`src/rtl/delay_line_cfg.sv`:
```
// delay_line_cfg: stallable delay line with runtime-programmable depth.
// Depth changes drain the line first so in-flight tokens are never lost.
module delay_line_cfg #(
    parameter int WIDTH         = 32,
    parameter int MAX_DEPTH     = 16,
    parameter int DEFAULT_DEPTH = 1,
    parameter int CW            = $clog2(MAX_DEPTH + 1)
) (
    input  logic             clk,
    input  logic             reset,
    input  logic             en,
    input  logic [WIDTH-1:0] in_data,
    input  logic             in_valid,
    output logic             in_ready,
    output logic [WIDTH-1:0] out_data,
    output logic             out_valid,
    input  logic             flush,
    input  logic             cfg_load,
    input  logic [CW-1:0]    cfg_depth,
    output logic [CW-1:0]    depth,
    output logic [CW-1:0]    occupancy,
    output logic             cfg_done
);

    localparam int AW = (MAX_DEPTH > 1) ? $clog2(MAX_DEPTH) : 1;

    typedef enum logic {
        RUN,
        DRAIN
    } state_t;

    logic [WIDTH-1:0]     data_q [MAX_DEPTH];
    logic [MAX_DEPTH-1:0] vld_q;
    logic [CW-1:0]        depth_q;
    logic [CW-1:0]        pend_q;
    logic [CW-1:0]        occ_q;
    logic                 done_q;
    state_t               state_q;
    state_t               state_d;
    logic                 apply;
    logic                 accept;
    logic [CW-1:0]        tap_full;
    logic [AW-1:0]        tap;

    function automatic logic [CW-1:0] clamp(input logic [CW-1:0] d);
        if (d == '0) begin
            return CW'(1);
        end else if (d > CW'(MAX_DEPTH)) begin
            return CW'(MAX_DEPTH);
        end else begin
            return d;
        end
    endfunction

    assign in_ready  = (state_q == RUN);
    assign accept    = in_valid & in_ready & en & ~flush;
    assign tap_full  = depth_q - CW'(1);
    assign tap       = tap_full[AW-1:0];
    assign out_data  = data_q[tap];
    assign out_valid = vld_q[tap];
    assign depth     = depth_q;
    assign occupancy = occ_q;
    assign cfg_done  = done_q;

    // Next-state: drain completes on an enabled edge with no tokens left.
    always_comb begin
        state_d = state_q;
        apply   = 1'b0;
        unique case (state_q)
            RUN: begin
                if (cfg_load) begin
                    state_d = DRAIN;
                end
            end
            DRAIN: begin
                if (en && occ_q == '0) begin
                    state_d = RUN;
                    apply   = 1'b1;
                end
            end
            default: state_d = RUN;
        endcase
    end

    // Data chain shifts on every enabled edge regardless of valid.
    always_ff @(posedge clk) begin
        if (reset) begin
            for (int i = 0; i < MAX_DEPTH; i++) begin
                data_q[i] <= '0;
            end
        end else if (en) begin
            data_q[0] <= in_data;
            for (int i = 1; i < MAX_DEPTH; i++) begin
                data_q[i] <= data_q[i-1];
            end
        end
    end

    // Valid chain; flush and depth switch wipe every stage.
    always_ff @(posedge clk) begin
        if (reset || flush || apply) begin
            vld_q <= '0;
        end else if (en) begin
            vld_q[0] <= accept;
            for (int i = 1; i < MAX_DEPTH; i++) begin
                vld_q[i] <= vld_q[i-1];
            end
        end
    end

    // Tokens between input and tap: in on accept, out when tap is valid.
    always_ff @(posedge clk) begin
        if (reset || flush) begin
            occ_q <= '0;
        end else if (en) begin
            occ_q <= occ_q + CW'(accept) - CW'(out_valid);
        end
    end

    // FSM register, pending/active depth and the one-cycle done pulse.
    always_ff @(posedge clk) begin
        if (reset) begin
            state_q <= RUN;
            depth_q <= CW'(DEFAULT_DEPTH);
            pend_q  <= CW'(DEFAULT_DEPTH);
            done_q  <= 1'b0;
        end else begin
            state_q <= state_d;
            done_q  <= apply;
            if (apply) begin
                depth_q <= pend_q;
            end
            if (state_q == RUN && cfg_load) begin
                pend_q <= clamp(cfg_depth);
            end
        end
    end

endmodule
```
`config.mk`:
```
export PLATFORM = sky130hd
export DESIGN_NAME = delay_line_cfg
export DESIGN_NICKNAME = d
export VERILOG_FILES = /design/src/rtl/delay_line_cfg.sv
export SDC_FILE = /design/constraint.sdc
export NUM_CORES = 1
export LEC_CHECK = 0
export CAP_MARGIN = 20
export CORE_UTILIZATION = 41
export DETAILED_ROUTE_END_ITERATION = 16
export GPL_ROUTABILITY_DRIVEN = 0
export MAX_ROUTING_LAYER = met4
export SYNTH_ARGS = -nofsm -noshare
export SYNTH_HDL_FRONTEND = slang
export SYNTH_SLANG_ARGS = --single-unit
```
`constraint.sdc`:
```
create_clock -name clk -period 11 [get_ports clk]
set_clock_uncertainty 0.1 [all_clocks]
set_input_delay 2.2 -clock clk [delete_from_list [all_inputs] [get_ports clk]]
set_output_delay 2.2 -clock clk [all_outputs]
set_load 0.02 [all_outputs]
```
==> impl_metrics.csv <==
group,metric,value,unit
die,rows,88,
final_layout,syn_to_final_growth,14.88,%
setup_path,critPathBufInv,3,
setup_path,slowest_stage,"dfxtp_4",
placement,dp.cells,2204,
sta,period_share,62.21,%
flow_run,cap_violations,0,
global_routing,grt_pass1_vias,12360,
final_layout,multi_input_area,7644,um2
setup_path,end_kind,"output port",
yosys,syn_area,24120,um2
yosys,synthTopCellsByArea,"edfxtp_1 (64%), mux4_2 (15%), and2_1 (8.3%)",
setup_path,r2r_slack,6.11,ns
yosys,synth_ff_type,"edfxtp_1",
sta,rsz0062_at_grt,"false",
power_and_ir_drop,ir_worst_vdd,0.0001273,V
global_routing,grt_usage,15.33,%
setup_path,cp_cell_sequence,"inv_1 > ha_4 > buf_4 > mux4_2 > mux4_2 > clkdlybuf4s50_1",
detailed_routing,dr.pass1.iters,6,
clock_network,clk_pin_slew,0.06,ns
setup_path,path_max_fanout,67,
die,start_util,41.65,%
final_layout,finalNetCount,1551,
sta,max_freq,146.1,MHz
clock_network,cts_max_path_buffers,3,
clock_network,cts_made_buffers,58,
detailed_routing,route.detailed.drc,0,
yosys,yosysTopAreaCell,"edfxtp_1",
clock_network,cts.repair.resized,0,
setup_path,crit_start,"depth[0]",
clock_network,postCtsSetupBuffers,0,
hold_path,hold_path_end,"depth[4]",
yosys,ys_seq_area_share,66.48,%
setup_path,start_kind,"flop",
yosys,synth_seq_cells,545,
final_layout,fin_cells,2316,
placement,dpl.hpwl,22390,um
clock_network,htreeDepth,2,
sta,tightest_slew,1.110,ns
clock_network,cts_tree,"built",
die,dieArea,59800,um2
power_and_ir_drop,p_leak,0.01022,uW
setup_path,reg2reg_from,"depth[0]",
global_routing,grt_max_degree,321,
die,die_y,244.6,um
detailed_routing,vias_per_cell,5.141,
yosys,synthArstFlopShare,0,%
yosys,synthesis.nets,1487,
hold_path,whs_path_depth,2,
global_routing,overflow,0,
clock_network,cts_sinks,545,
yosys,synth-edff-count,512,
hold_path,hold_class,"reg -> reg",
placement,port_buffers,87,
sta,max-slew-margin-rel,26.01,%
yosys,synth_cell_types,32,
detailed_routing,initialDrtViolationCount,972,
yosys,yosys_warnings,0,
setup_path,slowest_delay,0.85,ns
sta,setup_violations,0,
hold_path,min-delay-start,"depth[4]",
setup_path,critical_path.top_delay_family,"buffers and inverters",
global_routing,grt_pass1_wl,70840,um
sta,hold_viol,0,
clock_network,clk_latency,0.62,ns
setup_path,r2r-end,"occupancy[4]",
setup_path,cp_common_cell,"mux4_2",
setup_path,crit_arrival,4.54,ns
final_layout,fill_cells,4959,
setup_path,worstSetupPathType,"reg -> out",
die,coreArea,57920,um2
final_layout,drive_gt1_share,17.31,%
setup_path,required,8.70,ns
detailed_routing,wl_per_cell,18.47,um
sta,finalSetupTns,0,ns
yosys,synth_top_area_share,63.74,%
clock_network,root_buffer,"clkbuf_16",
yosys,synthCells,1436,
detailed_routing,drt-total-wl,42790,um
sta,report.final.slew_viol_count,0,
sta,timing.final.crit_period,6.843,ns
detailed_routing,vias,11910,
setup_path,worstRegToRegCells,15,
detailed_routing,antenna_left,0,
sta,timing.hold.ws,0.3556,ns
die,ios,88,
status,run_status,"finished clean",
power_and_ir_drop,powerDensity,179.6,nW/um2
die,fp.dieW,244.6,um
clock_network,cts_hold_buf,0,
yosys,avgSynthCellArea,16.80,um2
global_routing,antenna_found_initial,3,
final_layout,regArea,16040,um2
-- per-layer routing --
layer	share of wire, %	global-route usage, %	vias to the layer above
li1	-	-	5481
met3	4.3	3.172	76
met4	2.3	4.357	0
met1	49	22.20	6182
met5	0	-	-
met2	44	21.87	168
-- layout by cell type (no fill, tap or decap), drive strengths merged, types with 2 or more instances in the layout --
cell | synthesis | layout
clkbuf | 66 | 73
nor2b | 193 | 193
nand4 | 2 | 2
xnor2 | 4 | 4
buf | 32 | 16
and2 | 320 | 320
nor3b | 3 | 3
bufinv | 0 | 10
diode | 0 | 3
mux2i | 18 | 18
clkinv | 0 | 23
a211oi | 2 | 2
nor2 | 27 | 27
dfxtp | 33 | 33
nand2 | 13 | 13
inv | 12 | 12
nand2b | 2 | 2
clkinvlp | 0 | 2
nor3 | 3 | 3
mux4 | 165 | 165
clkdlybuf4s50 | 0 | 86
ha | 7 | 7
or2 | 2 | 2
a21oi | 11 | 11
edfxtp | 512 | 512
-- synth_stat cells, types with 11 or more instances --
cell type / count
dfxtp_1: 33
a21oi_1: 11
nor2_1: 27
mux4_2: 165
buf_2: 17
edfxtp_1: 512
and2_1: 320
clkbuf_1: 66
nand2_1: 13
mux2i_1: 18
nor2b_1: 193
inv_1: 12
-- state kept, by name, summed over array words and instances, names as in the netlist --
name,flops
pend_q,5
cfg_done,1
data_q,512
vld_q,16
occupancy,5
state_q,1
depth,5
-- through the flow --
step           worst slack, ns  util, %  instance area [um2]  power [uW]
2_1_floorplan            1.304        -                24120        2838
3_5_place_dp             3.916    44.35                25690        2982
5_1_grt                  3.833    47.85                27710        5164
6_report                 4.157    47.85                27710        4977
4_1_cts                  3.258    47.79                27680        5048
3_3_place_gp             3.968    44.35                25690        2974
-- worst max-delay path by stage --
stage                         endpoint  slack (ns)  cells past startpoint
final                     out_data[28]        4.16                      6
after global routing      out_data[28]        3.83                      6
after CTS                 out_data[26]        3.26                      6
after detailed placement  out_data[28]        3.92                      6
after global placement    out_data[28]        3.97                      6
after floorplan           data_q[0][0]        1.30                      3
-- logic make-up (layout without fill, tap and decap cells) --
logic type,after synthesis,count (layout),share of synthesized area (%)
AOI/OAI and AO/OA,17,17,0.4202
xor gates and xnor gates,4,4,0.1452
and+or+nand+nor,569,569,14.37
other,0,3,0
buffers and inverters,110,222,1.987
muxes,183,183,16.15
DFF,545,545,66.48
adders and majority gates,8,8,0.4461
-- worst min-delay path, cell delays in order, from the launching register on --
cell and delay, ns:
dfxtp_1 0.31, nand2_1 0.05, a21oi_1 0.05
-- report_power, final --
part	leakage [uW]	internal [uW]	total (uW)	switching [uW]
Clock	0.000961	1230	2050	817
Combinational	0.00334	236	449	213
Sequential	0.00592	2420	2480	65.1
-- layout make-up --
class | count | share of cell area [%]
well taps | 765 | 3.454
diodes | 3 | 0.02709
multi-input cells | 781 | 27.58
flip-flops and latches | 545 | 57.88
repair buffers | 102 | 3.716
clock inverters | 35 | 1.580
inverters | 12 | 0.1626
clock buffers | 73 | 5.594
(Power assumes the default switching activity.)
